`src/rtl/unsigned_div_seq_2nbyn_if.sv`:
```
// Operand/result handshake bundle for the sequential 2N-by-N unsigned divider.
// The master side supplies operands and accepts results; the slave side is the divider.
interface unsigned_div_seq_2nbyn_if #(
   parameter int N = 8
);
   logic           in_valid;
   logic           in_ready;
   logic [2*N-1:0] z;
   logic [N-1:0]   y;
   logic           out_valid;
   logic           out_ready;
   logic [N-1:0]   x;
   logic [N-1:0]   r;
   logic           ovf;

   modport master (
      output in_valid, z, y, out_ready,
      input  in_ready, out_valid, x, r, ovf
   );

   modport slave (
      input  in_valid, z, y, out_ready,
      output in_ready, out_valid, x, r, ovf
   );
endinterface

```
`src/rtl/unsigned_div_seq_2nbyn.sv`:
```
// Radix-2 restoring divider: 2N-bit z / N-bit y -> N-bit quotient x, remainder r, one bit per clock.
// Optional round-to-nearest quotient via macro DIV_ROUND_EN.
module unsigned_div_seq_2nbyn #(
   parameter int N = 8
) (
   input logic                    clk,
   input logic                    rst,
   unsigned_div_seq_2nbyn_if.slave bus
);
   localparam int CW = (N > 1) ? $clog2(N) : 1;

   typedef enum logic [1:0] {IDLE, CALC, DONE} state_t;

   state_t          state_reg, state_next;
   logic [N-1:0]    z_low_reg, z_low_next;
   logic [N-1:0]    y_reg, y_next;
   logic [N-1:0]    rem_reg, rem_next;
   logic [CW-1:0]   cnt_reg, cnt_next;
   logic [N-1:0]    q_reg, q_next;
   logic [N-1:0]    x_reg, x_next;
   logic [N-1:0]    r_reg, r_next;
   logic            ovf_reg, ovf_next;

   // Trial value is N+1 bits wide; the stored remainder is always below y so N bits hold it.
   logic [N:0]      t;
   logic            t_ge;
   logic [N-1:0]    rem_step;
   logic [N-1:0]    quo;

   always_ff @(posedge clk) begin
      if (rst) begin
         state_reg <= IDLE;
         z_low_reg <= '0;
         y_reg     <= '0;
         rem_reg   <= '0;
         cnt_reg   <= '0;
         q_reg     <= '0;
         x_reg     <= '0;
         r_reg     <= '0;
         ovf_reg   <= 1'b0;
      end else begin
         state_reg <= state_next;
         z_low_reg <= z_low_next;
         y_reg     <= y_next;
         rem_reg   <= rem_next;
         cnt_reg   <= cnt_next;
         q_reg     <= q_next;
         x_reg     <= x_next;
         r_reg     <= r_next;
         ovf_reg   <= ovf_next;
      end
   end

   always_comb begin
      state_next = state_reg;
      z_low_next = z_low_reg;
      y_next     = y_reg;
      rem_next   = rem_reg;
      cnt_next   = cnt_reg;
      q_next     = q_reg;
      x_next     = x_reg;
      r_next     = r_reg;
      ovf_next   = ovf_reg;
      bus.in_ready  = 1'b0;
      bus.out_valid = 1'b0;

      t        = {rem_reg, z_low_reg[cnt_reg]};
      t_ge     = (t >= {1'b0, y_reg});
      rem_step = t_ge ? N'(t - {1'b0, y_reg}) : t[N-1:0];
      quo      = {q_reg[N-2:0], t_ge};

      case (state_reg)
         IDLE: begin
            bus.in_ready = 1'b1;
            if (bus.in_valid) begin
               z_low_next = bus.z[N-1:0];
               y_next     = bus.y;
               // A high half at or above y means the quotient cannot fit in N bits.
               if (bus.y == '0 || bus.z[2*N-1:N] >= bus.y) begin
                  state_next = DONE;
                  ovf_next   = 1'b1;
                  x_next     = '1;
                  r_next     = '0;
               end else begin
                  state_next = CALC;
                  rem_next   = bus.z[2*N-1:N];
                  cnt_next   = CW'(N - 1);
                  q_next     = '0;
                  ovf_next   = 1'b0;
               end
            end
         end
         CALC: begin
            rem_next = rem_step;
            q_next   = quo;
            cnt_next = cnt_reg - CW'(1);
            if (cnt_reg == '0) begin
               state_next = DONE;
               r_next     = rem_step;
`ifdef DIV_ROUND_EN
               if ({rem_step, 1'b0} >= {1'b0, y_reg}) begin
                  if (&quo) begin
                     x_next   = quo;
                     ovf_next = 1'b1;
                  end else begin
                     x_next = quo + N'(1);
                  end
               end else begin
                  x_next = quo;
               end
`else
               x_next = quo;
`endif
            end
         end
         DONE: begin
            bus.out_valid = 1'b1;
            if (bus.out_ready) begin
               state_next = IDLE;
            end
         end
         default: begin
            state_next = IDLE;
         end
      endcase
   end

   assign bus.x   = x_reg;
   assign bus.r   = r_reg;
   assign bus.ovf = ovf_reg;
endmodule
```
`src/flat_wrapper.sv`:
```
// flat-port wrapper written by rule: the top's interface ports become plain ports
module unsigned_div_seq_2nbyn_flat 
#(
   parameter int N = 8
)
  (clk, rst, bus_in_valid, bus_z, bus_y, bus_out_ready, bus_in_ready, bus_out_valid, bus_x, bus_r, bus_ovf);
  unsigned_div_seq_2nbyn_if #(.N(N)) bus_i ();
  input logic clk;
  input logic rst;
  input wire logic [$bits(bus_i.in_valid)-1:0] bus_in_valid;
  input wire logic [$bits(bus_i.z)-1:0] bus_z;
  input wire logic [$bits(bus_i.y)-1:0] bus_y;
  input wire logic [$bits(bus_i.out_ready)-1:0] bus_out_ready;
  output wire logic [$bits(bus_i.in_ready)-1:0] bus_in_ready;
  output wire logic [$bits(bus_i.out_valid)-1:0] bus_out_valid;
  output wire logic [$bits(bus_i.x)-1:0] bus_x;
  output wire logic [$bits(bus_i.r)-1:0] bus_r;
  output wire logic [$bits(bus_i.ovf)-1:0] bus_ovf;
  assign bus_i.in_valid = bus_in_valid;
  assign bus_i.z = bus_z;
  assign bus_i.y = bus_y;
  assign bus_i.out_ready = bus_out_ready;
  assign bus_in_ready = bus_i.in_ready;
  assign bus_out_valid = bus_i.out_valid;
  assign bus_x = bus_i.x;
  assign bus_r = bus_i.r;
  assign bus_ovf = bus_i.ovf;
  unsigned_div_seq_2nbyn #(.N(N)) u_core (.clk(clk), .rst(rst), .bus(bus_i));
endmodule
```
`config.mk`:
```
export PLATFORM = sky130hd
export DESIGN_NAME = unsigned_div_seq_2nbyn_flat
export DESIGN_NICKNAME = d
export VERILOG_FILES = /design/src/rtl/unsigned_div_seq_2nbyn_if.sv /design/src/rtl/unsigned_div_seq_2nbyn.sv /design/src/flat_wrapper.sv
export SDC_FILE = /design/constraint.sdc
export NUM_CORES = 1
export LEC_CHECK = 0
export ABC_AREA = 1
export BUFFER_PORTS_ARGS = -buffer_cell sky130_fd_sc_hd__buf_2
export CAP_MARGIN = 30
export CORE_AREA = 5 5 86 88
export CTS_BUF_LIST = sky130_fd_sc_hd__clkbuf_4 sky130_fd_sc_hd__clkbuf_8
export DETAILED_ROUTE_END_ITERATION = 10
export DIE_AREA = 0 0 91 93
export PLACE_DENSITY_LB_ADDON = 0.08
export SLEW_MARGIN = 20
export SYNTH_ARGS = -nofsm -noshare
export SYNTH_HDL_FRONTEND = slang
export SYNTH_SLANG_ARGS = --single-unit
```
`constraint.sdc`:
```
create_clock -name clk -period 5.85 [get_ports clk]
set_input_delay 0 -clock clk [delete_from_list [all_inputs] [get_ports clk]]
set_output_delay 0 -clock clk [all_outputs]
set_load 0.1 [all_outputs]
```
======== Yosys cells after proc, flatten, opt, wreduce, memory -nomap -nowiden ========
Index checks and enable logic that the tools add are counted.
word-level totals
  input bits .............................. 28
  output and inout bits ................... 19
  logic and storage cells ................. 58
  register bits after elaboration ......... 53
operators by class
  add/subtract/negate cells ............... 2
  eq/ne operators ......................... 7
  multiplexer cells ....................... 28
  order comparisons ....................... 3
  reductions and logical operators ........ 9
operators with widths
  kind                                                                   count
  8-bit 2-to-1 mux                                                       9
  8-bit one-hot mux with 2 select lines                                  3
  7-bit 2-to-1 mux                                                       2
  7-bit one-hot mux with 2 select lines                                  1
  9-bit by 8-bit greater-or-equal comparator with 1-bit output           1
  8-bit greater-or-equal comparator                                      1
  8-bit zero test                                                        1
  2-bit 2-to-1 mux                                                       4
  8-bit subtractor                                                       1
  3-bit 2-to-1 mux                                                       2
  2-bit != test (second input constant)                                  3
  2-bit one-hot mux with 3 select lines                                  1
  3-bit one-hot mux with 2 select lines                                  1
  3-bit AND reduction                                                    2
  3-bit by 4-bit < comparator with 1-bit output (second input constant)  1
  1-bit 2-to-1 mux                                                       4
  2-bit by 1-bit != test with 1-bit output (second input constant)       2
  4-bit AND reduction                                                    1
  1-bit binary-select mux with 3-bit select                              1
  3-bit zero test                                                        1
  3-bit by 1-bit subtractor with 3-bit output (second input constant)    1
  2-bit by 1-bit == test with 1-bit output (second input constant)       1
  2-bit == test (second input constant)                                  1
  2-bit zero test                                                        1
  3 further kinds                                                        3

======== Logic depth before layout (Yosys ltp) ========
Gate-level depths: netlist (run 1).
  word-level depth ........................ 6
  depth in mapped cells ................... 18
  mapped depth without buffers ............ 18

======== Least setup slack after synthesis (run 1) ========
Ideal clock, no wire load.
  path kind ............................... register -> register
  from .................................... register u_core.state_reg[1]
  to ...................................... register u_core.state_reg[0]
  slack ................................... 3.517 ns
  stages on the path, launching flop included .. 8
  setup time .............................. 0.132 ns
  data arrival time ....................... 2.201 ns
  path through ............................ dfxtp_1 -> inv_1 -> nor2_1 -> nand2_1 -> nand2_1 -> nor2_1 -> nand2_1 -> a21oi_1
between the ends
  longest elaborated chain between the ends .. 3
  elaborated cells on any way between the ends .. 8
ends and longest elaborated chain
  item                                                                                        line                          source
  start, declared                                                                             unsigned_div_seq_2nbyn.sv:14  state_t state_reg, state_next;
  start signal, assigned                                                                      unsigned_div_seq_2nbyn.sv:42  state_reg <= state_next;
  2-bit by 1-bit == test with 1-bit output (tied with other cells)                            unsigned_div_seq_2nbyn.sv:72  case (state_reg)
  2-bit by 1-bit != test with 1-bit output (no line) / 2-bit != test (equally long branches)  n/a
  3-bit AND reduction (no line)                                                               n/a
Several ways; a longest one is shown, not always the timed one.
A chain may end at the register's enable or synchronous reset.

======== Worst setup path after layout (run 1) ========
  from .................................... register u_core.cnt_reg[0]
  to ...................................... register u_core.rem_reg[6]
between the ends
  longest elaborated chain between the ends .. 5
  elaborated cells on any way between the ends .. 6
ends and longest elaborated chain
  item                                                                                                     line                                                        source
  start, declared                                                                                          unsigned_div_seq_2nbyn.sv:18                                logic [CW-1:0] cnt_reg, cnt_next;
  start signal, assigned                                                                                   unsigned_div_seq_2nbyn.sv:46                                cnt_reg <= cnt_next;
  1-bit binary-select mux with 3-bit select (*)                                                            unsigned_div_seq_2nbyn.sv:67                                t = {rem_reg, z_low_reg[cnt_reg]};
  1-bit 2-to-1 mux (implied by the code) (*)                                                               unsigned_div_seq_2nbyn.sv:67
  8-bit subtractor / 9-bit by 8-bit greater-or-equal comparator with 1-bit output (equally long branches)  unsigned_div_seq_2nbyn.sv:69, unsigned_div_seq_2nbyn.sv:68
  8-bit 2-to-1 mux (*)                                                                                     unsigned_div_seq_2nbyn.sv:69                                rem_step = t_ge ? N'(t - {1'b0, y_reg}) : t[N-1:0];
  8-bit one-hot mux with 2 select lines (*)                                                                unsigned_div_seq_2nbyn.sv:72
  end signal, assigned                                                                                     unsigned_div_seq_2nbyn.sv:45                                rem_reg <= rem_next;
  end, declared                                                                                            unsigned_div_seq_2nbyn.sv:17                                logic [N-1:0] rem_reg, rem_next;
Every way passes the cells marked *; elsewhere a longest branch is shown, timed or not. The select of a mux whose other input is x is not followed.

==> results of run 1 <==
-- cell families (layout without fill, tap and decap cells) --
logic type | after synthesis | in the layout | synth area share
AND/OR/NAND/NOR | 285 | 285 | 0.388
AO/OA/AOI/OAI | 51 | 51 | 0.0860
buffers and inverters | 79 | 139 | 0.0995
adder cells (fa/ha/maj) | 20 | 20 | 0.0816
flip-flops | 53 | 53 | 0.336
XOR/XNOR | 3 | 3 | 0.00832
-- area by class of cell --
class,count,area (µm²)
Clock buffer,5,68.8
Clock inverter,3,43.8
Fill cell,675,2850
Inverter,67,251
Multi-Input combinational cell,359,1780
Sequential cell,53,1060
Tap cell,80,100
Timing Repair Buffer,64,408
-- power groups by stage --
stage | logic, mW | clock network [mW] | registers [mW]
floorplan | 0.683 | 0 | 0.818
global placement | 1.17 | 0 | 0.524
detailed placement | 1.18 | 0 | 0.527
CTS | 1.19 | 0.263 | 0.519
global route | 1.33 | 0.279 | 0.530
finish | 1.19 | 0.255 | 0.517
-- cell usage after synthesis --
| master | instances | share of area |
|---|---|---|
| nand3b_1 | 2 | 0.0048 |
| nor2_2 | 4 | 0.0079 |
| xnor2_1 | 2 | 0.0055 |
| buf_1 | 2 | 0.0024 |
| nand4_1 | 11 | 0.022 |
| buf_2 | 2 | 0.0032 |
| clkinv_1 | 2 | 0.0024 |
| xor2_1 | 1 | 0.0028 |
| clkbuf_1 | 6 | 0.0071 |
| buf_6 | 2 | 0.0071 |
| or2_2 | 1 | 0.0020 |
| ha_1 | 19 | 0.075 |
| nand2_1 | 128 | 0.15 |
| dfxtp_1 | 53 | 0.34 |
| inv_2 | 3 | 0.0036 |
| fa_1 | 1 | 0.0063 |
| nor2_1 | 95 | 0.11 |
| nand4_2 | 2 | 0.0079 |
| o21bai_4 | 1 | 0.0059 |
| nand2_2 | 4 | 0.0079 |
| nand2_4 | 2 | 0.0071 |
| inv_1 | 62 | 0.074 |
| nand3_1 | 34 | 0.054 |
| nor2_4 | 1 | 0.0036 |
| a21oi_1 | 26 | 0.041 |
| o21ai_0 | 22 | 0.035 |
| o22ai_1 | 2 | 0.0040 |
| nor2_8 | 1 | 0.0063 |
-- worst paths after layout --
| path | start | endpoint | slack (ps) | depth (start not counted) |
|---|---|---|---|---|
| hold / removal | bus_y[7] | u_core.y_reg[7]$_SDFFE_PP0P_ | 0.9 | 3 |
| setup reg to reg | u_core.cnt_reg[0]$_SDFFE_PP0P_ | u_core.rem_reg[6]$_SDFFE_PP0P_ | 3450 | 17 |
| setup / recovery | u_core.cnt_reg[0]$_SDFFE_PP0P_ | u_core.rem_reg[6]$_SDFFE_PP0P_ | 3450 | 17 |
| hold reg to reg | u_core.q_reg[6]$_SDFFE_PP0P_ | u_core.q_reg[6]$_SDFFE_PP0P_ | 480 | 2 |
-- per-layer routing --
layer | vias up | part of all wire | GRT usage
li1 | 1662 | - | -
met2 | 50 | 0.51 | 0.358
met4 | 0 | 0.018 | 0.0513
met3 | 13 | 0.031 | 0.0346
met1 | 1403 | 0.45 | 0.226
met5 | - | 0 | 0
-- worst max-delay path, cell delays in order (launching register included) --
cell	delay (ps)
dfxtp_1	350
inv_1	170
nor2_1	60
o22ai_1	160
nand2_1	70
nand2_1	80
inv_1	60
ha_1	190
fa_1	410
nor2_1	170
nand2_1	90
nand3_1	70
nand2_1	50
nand2_1	50
nand3_1	70
nand2_1	120
nor2_1	50
nor2_1	100
-- timing repair --
| action | CTS | global route |
|---|---|---|
| setup endpoints to repair | 0 | 0 |
| hold endpoints to repair | 21 | 0 |
| hold buffers | 17 | 0 |
==> results.md, run 1 <==
- The flow ran to the end, and the final reports show no timing, DRC or antenna violations.
- The worst setup path is launched from a register.
- The number of different library cells in the post-synthesis netlist is 28.
- The highest attainable clock frequency is 416 MHz.
- The required arrival time at the worst endpoint is 6090 ps.
- At the pin with the least slew margin, the transition time is 855 ps.
- The share of the Yosys chip area taken by registers is 0.336.
- The violation count after the first detailed-route iteration is 125.
- Clock-pin slew was measured on the worst setup and hold paths at 100 ps.
- The area of all placed cells without fillers is 3710 µm².
- Post-CTS repair changed the size of 0 cells.
- The layout net count is 598.
- When the netlist entered floorplanning its net count stood at 539.
- The pre-antenna-repair detailed-routing pass consisted of 4 iterations.
- The core box area is 6570 µm².
- Dividing total power by cell area gives a power density of 528 nW/µm².
- Of the available clock period, the critical path in the final layout requires 0.411.
- Timing analysis after detailed placement gives a worst setup slack of 3520 ps.
- The leakage power total is 1.97 nW.
- The relative contribution of sequential cells to total power is 0.264.
- For this run, design rule violations remaining after detail routing come to 0.
- The number of clock buffers inserted by TritonCTS is 5.
- The share of cells above drive strength 1 is 0.134.
- The net switching fraction of the power is 0.547.
- The clock arrives with 8.59 ps of skew.
- Of the total power, the clock network draws 0.130.
- The all-layer global routing usage is 0.193.
- The starting density of the core is 0.481.
- The number of global-route vias before repair is 3025.
- The final weighted congestion of routability-driven global placement is 0.881.
- The switching power is 1.07 mW.
- The horizontal extent of the die is 91 µm.
- Setup repair after global routing left no endpoint under its margin.
- Leaving out fill and tap cells, the most frequent cells in the layout are nand2_1, nor2_1, inv_1, dfxtp_1, buf_2.
- The number of sinks driven by the clock tree is 53.
- The post-place instance area is 3430 µm².
- The arrival time of data at the critical path endpoint is 2650 ps.
- TritonCTS built the clock tree.
- The number of max-slew violations in the final report is 0.
- The total number of vias is 3128.
- The largest fanout on the critical path is 8.
- The final setup violation count is 0.
- After detailed routing, the average wire length per cell comes to 12.5 µm.
- The internal portion of the total power is 0.889 mW.
- Leaving out fill and tap cells, the most frequent cell in the layout is nand2_1.
- VDD sags by at most 0.000358 V.
- Yosys printed 0 warnings.
- The count of boundary I/O pins is 47.
- In the routed layout, each cell is associated on average with a via count of 4.96.
- Summed over all nets, the half-perimeter wirelength after detailed placement is 5.94 mm.
- Counting flops and latches in the post-synthesis netlist gives 53.
- Measured against its own limit, the worst slew margin works out to 0.429.
- Summed over all layers, the global routing overflow is 0.
- The critical path class is register to register.
- The later pin in the worst-skew pair is clocked with a latency of 310 ps.
- The average cell area after synthesis is 6.43 µm².
- The full die area is 8460 µm².
- Once layout is complete, the utilization of the core stands at 0.566.
- The detail route stage leaves a number of antenna-violating nets equal to 0.
- After layout, the worst setup slack is 3450 ps.
- The number of placed instances, taps included, is 606.
- The antenna diode count is 0.
- The largest net degree at the start of global routing is 30.
- The area growth from synthesis to layout is 17.7%.
- The first global-routing pass estimated 13.5 mm of wire.
- The buffer count from post-CTS setup fixing is 0.
- The final hold violation count came to 0.
- The floorplan row count is 30.
- The initial antenna violation count is 0.
- The max-capacitance violation count is 0.
- The final-layout setup total negative slack is 0 ps.
- Synthesis produced a netlist whose cell count is 491.
- The root buffer selected by CTS is clkbuf_8.
- The die outline height is 93 µm.
- The endpoint type of the worst setup path is a register.
- The maximum root-to-sink buffer count is 2.
- The area of the mapped netlist is 3160 µm².
- The number of levels in the clock H-tree is 2.
- The minimum period implied by the final worst setup slack is 2400 ps.
- The power after layout is 1.96 mW.
- The routed wire length is 7.87 mm.
- In this run the worst hold path is classified as primary input to register.
- Buffers placed on the I/O ports in this run total 46.
- The combinational cell fraction of total power is 0.606.
- On the final layout, the worst hold slack is 0.942 ps.
- Once layout is complete, the cells apart from fillers number 631.
Note: power is estimated with default switching activity, not from simulation.
==> run 2: changes to the inputs <==
clock period = 2.4 ns   (was 5.85 ns; I/O delays follow)
==> run 2 against run 1 <==
Net effect: first-iteration DRC count is 34% lower; die area stayed put; maximum frequency is 11% higher; worst setup slack worse by 3200 ps; power is 150% higher; critical endpoint is now u_core.bus.r[6]$_SDFFE_PP0P_.
==> results.md, run 2 (synthesis results as in run 1) <==
- The net switching fraction of the power was 0.554 (was 0.547).
- The worst-case clock skew is 4.38 ps (was 8.59 ps).
- The global-route wire length before repair was 14.2 mm (was 13.5 mm).
- The number of global-route vias before repair is 3164 (was 3025).
- The largest net degree at the start of global routing is 24 (was 30).
- The category of the worst setup path launch point is a register (unchanged).
- The area overhead of the layout relative to synthesis is 19.8% (was 17.7%).
- The root buffer selected by CTS was clkbuf_8 (unchanged).
- Outcome: completed (unchanged).
- The critical path class is register to register (unchanged).
- The HPWL after detailed placement is 6.12 mm (was 5.94 mm).
- The worst supply voltage drop on vdd is 0.000714 V (was 0.000358 V).
- The full die area came to 8460 µm² (unchanged).
- The minimum period implied by the final worst setup slack is 2160 ps (was 2400 ps).
- The clock tree from TritonCTS was done (unchanged).
- The max-capacitance violation count was 0 (unchanged).
- The layout net count is 606 (was 598).
- The clock insertion delay at the later pin of the skew report was 310 ps (about the same).
- The switching power is 2.67 mW (was 1.07 mW).
- The slew at the pin with the worst max-slew slack came to 737 ps (was 855 ps).
- The die outline height is 93 µm (unchanged).
- The share of cells above drive strength 1 is 0.159 (was 0.134).
- The final hold violation count is 0 (unchanged).
- The number of levels in the clock H-tree was 2 (unchanged).
- The final setup violation count was 0 (unchanged).
- The remaining max-slew budget at the tightest pin is 0.508 (was 0.429).
- The arrival time of data at the critical path endpoint is 2420 ps (was 2650 ps).
- The largest fanout on the critical path is 8 (unchanged).
- The number of vias per cell is 4.94 (was 4.96).
- The final core area utilization is 0.576 (was 0.566).
- The floorplan row count is 30 (unchanged).
- The final weighted congestion of routability-driven global placement is 0.909 (was 0.881).
- The clock-pin slew of the registers on the worst-case setup and hold paths is 100 ps (about the same).
- The multi-input gate area in the final layout is 1800 µm² (was 1780 µm²).
- The first-pass iteration count of the detailed router was 4 (unchanged).
- The final-layout setup total negative slack came to 0 ps (unchanged).
- The power after layout is 4.82 mW (was 1.96 mW).
- The core box area is 6570 µm² (unchanged).
- The horizontal extent of the die is 91 µm (unchanged).
- The required arrival time at the worst endpoint came to 2660 ps (was 6090 ps).
- The initial antenna violation count came to 0 (unchanged).
- Most frequent cells in the layout: nand2_1, nor2_1, inv_1, dfxtp_1, buf_2 (unchanged).
- Setup repair after global routing missed its margin: no (unchanged).
- The number of buffers added on ports is 46 (unchanged).
- The routed length per placed instance was 12.8 µm (was 12.5 µm).
- The most frequent standard cell in the layout excluding fill and tap cells was nand2_1 (unchanged).
- The violation count after the first detailed-route iteration is 83 (was 125).
- The number of sinks driven by the clock tree was 53 (unchanged).
- The count of boundary I/O pins is 47 (unchanged).
- The relative contribution of sequential cells to total power was 0.264 (about the same).
- The total congestion overflow after global routing is 0 (unchanged).
- The maximum root-to-sink buffer count is 2 (unchanged).
- The routed wire length is 8.15 mm (was 7.87 mm).
- The total number of vias is 3159 (was 3128).
- The classification of the worst-slack hold path is primary input to register (unchanged).
- The leakage power total is 1.99 nW (was 1.97 nW).
- The combinational cell fraction of total power came to 0.626 (was 0.606).
- The total power divided by cell area came to 1270 nW/µm² (was 528 nW/µm²).
- The endpoint type of the worst setup path was a register (unchanged).
- The area taken by flip-flops and latches is 1060 µm² (about the same).
- The clock share of power came to 0.110 (was 0.130).
- The number of max-slew violations in the final report is 0 (unchanged).
- The total of fill cells in the finished design is 670 (was 675).
- The starting density of the core is 0.481 (unchanged).
- The share of the clock period used by the worst path after layout is 0.900 (was 0.411).
- The antenna diode count came to 0 (unchanged).
- The all-layer global routing usage came to 0.204 (was 0.193).
- The number of nets with antenna violations after detailed routing is 0 (unchanged).
- The number of design rule violations left after detail routing is 0 (unchanged).
- The internal portion of total power is 2.15 mW (was 0.889 mW).
- The highest attainable clock frequency is 463 MHz (was 416 MHz).
- The number of clock buffers inserted by TritonCTS is 5 (unchanged).
run 2: cell count changes in the layout (fill, tap and decap cells not counted), moves of 2 or more:
cell | previous run | this run
inv_1 | 62 | 60
buf_4 | 1 | 8
nor2_1 | 95 | 93
nor2_2 | 4 | 6
run 2: power by group through the flow:
stage / registers [mW] / logic, mW / clock network (mW)
floorplan: 1.99 / 1.67 / 0
global placement: 1.28 / 2.92 / 0
detailed placement: 1.29 / 2.93 / 0
CTS: 1.27 / 2.96 / 0.539
global route: 1.30 / 3.38 / 0.576
finish: 1.27 / 3.02 / 0.529
run 2: final cells by class:
| type | count | area share |
|---|---|---|
| multi-input combinational | 359 | 0.477 |
| sequential | 53 | 0.282 |
| timing repair buffer | 72 | 0.124 |
| inverter | 67 | 0.0672 |
| tap | 80 | 0.0265 |
| clock buffer | 6 | 0.0202 |
| clock inverter | 2 | 0.00364 |
run 2: worst paths after layout:
kind | startpoint | to | slack [ps] | cells past startpoint
setup / recovery | u_core.cnt_reg[0]$_SDFFE_PP0P_ | u_core.bus.r[6]$_SDFFE_PP0P_ | 240 | 17
hold / removal | bus_z[8] | u_core.rem_reg[0]$_SDFFE_PP0P_ | 60 | 5
setup reg to reg | u_core.cnt_reg[0]$_SDFFE_PP0P_ | u_core.bus.r[6]$_SDFFE_PP0P_ | 240 | 17
hold reg to reg | u_core.q_reg[6]$_SDFFE_PP0P_ | u_core.q_reg[6]$_SDFFE_PP0P_ | 470 | 2
run 2: metrics by stage:
step,std cells,instance area (µm²),hold slack (ps),setup WS (ps)
6_report,639,3780,56.3,239
5_1_grt,639,3780,87.2,14.5
4_1_cts,636,3730,55.3,21.3
3_5_place_dp,610,3460,232,48.1
3_3_place_gp,610,3460,221,108
2_1_floorplan,491,3160,135,66.8
run 2: critical path, stage by stage (launching register included):
cell	delay, ps
dfxtp_4	370
inv_4	80
nor2_1	40
o22ai_1	170
nand2_1	80
nand2_2	70
inv_1	50
ha_2	180
fa_2	400
nor2_2	100
nand2_1	70
nand3_1	70
nand2_1	50
nand2_1	50
nand3_1	70
nand2_1	90
nor2_1	50
nor2_1	110
run 2: repair_timing:
item                                    4_1_cts  5_1_grt
gates resized for setup                       0       12
endpoints found under the hold margin        19        0
buffers inserted                              0        3
hold buffers                                 18        0
endpoints found under the setup margin        0       18
run 2: routing by layer:
layer | wire length, µm | global-route usage
met1 | 3590 | 0.243
met2 | 3990 | 0.354
met3 | 219 | 0.0346
met4 | 342 | 0.0990
met5 | 0 | 0
==> run 3: changes to the inputs <==
ABC_AREA = default   (was 1)
CORE_AREA = 5 5 82 84   (was 5 5 86 88)
DIE_AREA = 0 0 87 89   (was 0 0 91 93)
MAX_ROUTING_LAYER = met4   (was default)
==> run 3 against run 2 <==
Net effect: the run now ends with negative setup slack left; synthesized cell count decreased by 32%; worst setup slack got worse by 430 ps; count of clock-buffer cells in the layout shrank 1; sequential power decreased by 17%; clock power up 18%; register-to-register slack worse by 430 ps.
==> results.md, run 3 <==
- The endpoint type of the worst setup path was a register (unchanged).
- The floorplan row count is 28 (was 30).
- The share of synthesized area occupied by flip-flops and latches is 0.373 (was 0.336).
- The category of the worst setup path launch point is a register (unchanged).
- The violation count after the first detailed-route iteration is 89 (was 83).
- The first-pass iteration count of the detailed router came to 4 (unchanged).
- The number of vias per cell was 5.36 (was 4.94).
- The number of different library cells in the post-synthesis netlist came to 45 (was 28).
- The area of the mapped netlist is 2850 µm² (was 3160 µm²).
- The clock-pin slew of the registers on the worst-case setup and hold paths was 100 ps (about the same).
- The horizontal extent of the die was 87 µm (was 91 µm).
- The classification of the worst-slack hold path is primary input to register (unchanged).
- Setup repair after global routing missed its margin: yes (was no).
- The full die area is 7740 µm² (was 8460 µm²).
- The final weighted congestion of routability-driven global placement was 0.935 (was 0.909).
- The all-layer global routing usage came to 0.209 (was 0.204).
- The global-route wire length before repair was 12.5 mm (was 14.2 mm).
- The largest fanout on the critical path is 3 (was 8).
- The number of max-slew violations in the final report is 0 (unchanged).
- The clock insertion delay at the later pin of the skew report is 310 ps (about the same).
- The final reports fail on negative setup slack.
- The final setup violation count is 16 (was 0).
- The net count after synthesis is 380 (was 539).
- The number of nets with antenna violations after detailed routing is 0 (unchanged).
- The number of levels in the clock H-tree is 2 (unchanged).
- The cell taking the most area after synthesis is dfxtp_1 (unchanged).
- The routed wire length is 7.43 mm (was 8.15 mm).
- The area share of the largest cell type after synthesis is 0.373 (was 0.336).
- The path depth of the worst reg2reg path came to 10 (was 17).
- The worst reg-to-reg setup slack came to -190 ps (was 240 ps).
- The total power divided by cell area is 915 nW/µm² (was 1270 nW/µm²).
- The setup slack of the critical path after layout is -187 ps (was 239 ps).
- The remaining max-slew budget at the tightest pin was 0.644 (was 0.508).
- The instance count of the mapped netlist came to 332 (was 491).
- The total of fill cells in the finished design is 500 (was 670).
- The slew at the pin with the worst max-slew slack is 533 ps (was 737 ps).
- Most frequent cells in the layout: dfxtp_1, buf_2, nand2_1, a21oi_1, nor2_1 (was nand2_1, nor2_1, inv_1, dfxtp_1, buf_2).
- The number of clock buffers inserted by TritonCTS is 5 (unchanged).
- The area overhead of the layout relative to synthesis is 28.1% (was 19.8%).
- The number of design rule violations left after detail routing is 0 (unchanged).
- The commonest register cell after synthesis is dfxtp_1 (unchanged).
- The routed length per placed instance is 15.4 µm (was 12.8 µm).
- The average cell area after synthesis is 8.57 µm² (was 6.43 µm²).
- The initial antenna violation count came to 0 (unchanged).
- The most frequent standard cell in the layout excluding fill and tap cells is dfxtp_1 (was nand2_1).
- The total number of vias was 2580 (was 3159).
- The final hold violation count was 0 (unchanged).
- The count of boundary I/O pins came to 47 (unchanged).
- The post-place instance area is 3240 µm² (was 3460 µm²).
- The count of flip-flops with a built-in enable after synthesis is 0 (unchanged).
- The power after layout is 3.34 mW (was 4.82 mW).
- The minimum period implied by the final worst setup slack is 2590 ps (was 2160 ps).
- The hold-critical path depth is 3 (was 5).
- Synth top cells by count: dfxtp_1, nand2_1, a21oi_1 (was nand2_1, nor2_1, inv_1).
- The required arrival time at the worst endpoint is 2580 ps (was 2660 ps).
- The worst setup timing slack at the placement stage is -279 ps (was 48.1 ps).
- The number of sinks driven by the clock tree is 53 (unchanged).
- The core box area was 5850 µm² (was 6570 µm²).
- The antenna diode count came to 0 (unchanged).
- The share of cells above drive strength 1 is 0.273 (was 0.159).
- The highest attainable clock frequency is 387 MHz (was 463 MHz).
- The worst-case clock skew came to 13.4 ps (was 4.38 ps).
- The maximum root-to-sink buffer count is 2 (unchanged).
- The starting density of the core is 0.487 (was 0.481).
- The post-synthesis sequential element count came to 53 (unchanged).
- The arrival time of data at the critical path endpoint is 2770 ps (was 2420 ps).
- The share of the clock period used by the worst path after layout is 1.08 (was 0.900).
- The library cell with the highest instance count after synthesis is dfxtp_1 (was nand2_1).
- The worst supply voltage drop on vdd was 0.000390 V (was 0.000714 V).
- The number of buffers added on ports came to 46 (unchanged).
- The count of yosys warnings during synthesis came to 0 (unchanged).
- The root buffer selected by CTS is clkbuf_8 (unchanged).
- The leakage power total came to 1.55 nW (was 1.99 nW).
- The layout net count is 453 (was 606).
- The HPWL after detailed placement came to 5.40 mm (was 6.12 mm).
- The area of all placed cells without fillers is 3650 µm² (was 3780 µm²).
- The critical path class was register to register (unchanged).
- Outcome: finished with violations (was completed).
- The max-capacitance violation count is 0 (unchanged).
- The number of global-route vias before repair is 2647 (was 3164).
- The total congestion overflow after global routing came to 0 (unchanged).
- The clock tree from TritonCTS is done (unchanged).
- The async set-reset flop share out of synthesis came to 0 (unchanged).
- Largest cells by area after synthesis: dfxtp_1, ha_1, nand2_1 (was dfxtp_1, nand2_1, nor2_1).
- The die outline height is 89 µm (was 93 µm).
- The largest net degree at the start of global routing is 25 (was 24).
-- run 3: through the flow --
stage          TNS [ps]  hold WS, ps   util  cells
2_1_floorplan      -113          136      -    332
6_report          -1860         6.04  0.623    481
5_1_grt           -3730         5.00  0.623    481
3_3_place_gp      -1450          240  0.554    452
3_5_place_dp      -3180          245  0.554    452
4_1_cts           -1820         4.02  0.614    480
-- run 3: cells by family after synthesis --
| logic type | Yosys count | share of synthesized area |
|---|---|---|
| AO/OA/AOI/OAI | 89 | 0.222 |
| XOR/XNOR | 2 | 0.00615 |
| adder cells (fa/ha/maj) | 20 | 0.0906 |
| buffers and inverters | 36 | 0.0554 |
| flip-flops | 53 | 0.373 |
| multiplexers | 12 | 0.0523 |
| AND/OR/NAND/NOR | 120 | 0.201 |
-- run 3: cell type report --
| cell class | instances | area (µm²) | area share |
|---|---|---|---|
| sequential | 53 | 1060 | 0.292 |
| multi-input combinational | 243 | 1760 | 0.481 |
| clock inverter | 3 | 43.8 | 0.0120 |
| timing repair buffer | 83 | 548 | 0.150 |
| inverter | 19 | 71.3 | 0.0196 |
| clock buffer | 5 | 68.8 | 0.0189 |
| tap | 75 | 93.8 | 0.0257 |
-- run 3: routing by layer --
metal	track usage	share of wire	up-vias
met5	-	0	-
met3	0.0415	0.056	13
met1	0.266	0.49	1165
met2	0.335	0.44	72
met4	0.0680	0.021	0
li1	-	-	1330
-- run 3: timing repair --
action | CTS | global route
hold buffers | 16 | 0
hold endpoints to repair | 16 | 0
endpoints found under the setup margin | 18 | 18
resized for setup | 9 | 8
setup buffers | 4 | 1
gates cloned | 0 | 0
pin swaps | 3 | 1
-- run 3: critical path, cell delays in order (launching register included) --
cell and delay (ps):
dfxtp_4 380, mux4_2 530, mux2i_4 200, ha_2 210
fa_2 190, nand2b_4 130, a21oi_2 60, o21a_1 180
or3_4 340, a31oi_4 150, o22ai_1 90
-- run 3: path summary, 6_finish.rpt --
check / to / from
hold reg to reg: u_core.y_reg[5]$_SDFFE_PP0P_ / u_core.y_reg[5]$_SDFFE_PP0P_
hold / removal: u_core.rem_reg[1]$_SDFFE_PP0P_ / bus_z[9]
setup reg to reg: u_core.rem_reg[6]$_SDFFE_PP0P_ / u_core.cnt_reg[0]$_SDFFE_PP0P_
setup / recovery: u_core.rem_reg[6]$_SDFFE_PP0P_ / u_core.cnt_reg[0]$_SDFFE_PP0P_
-- run 3: report_power, final --
| part | switching [mW] | total (mW) | internal, mW |
|---|---|---|---|
| sequential | 0.0762 | 1.05 | 0.979 |
| combinational | 0.987 | 1.66 | 0.671 |
| clock | 0.310 | 0.623 | 0.313 |
| total | 1.37 | 3.34 | 1.96 |
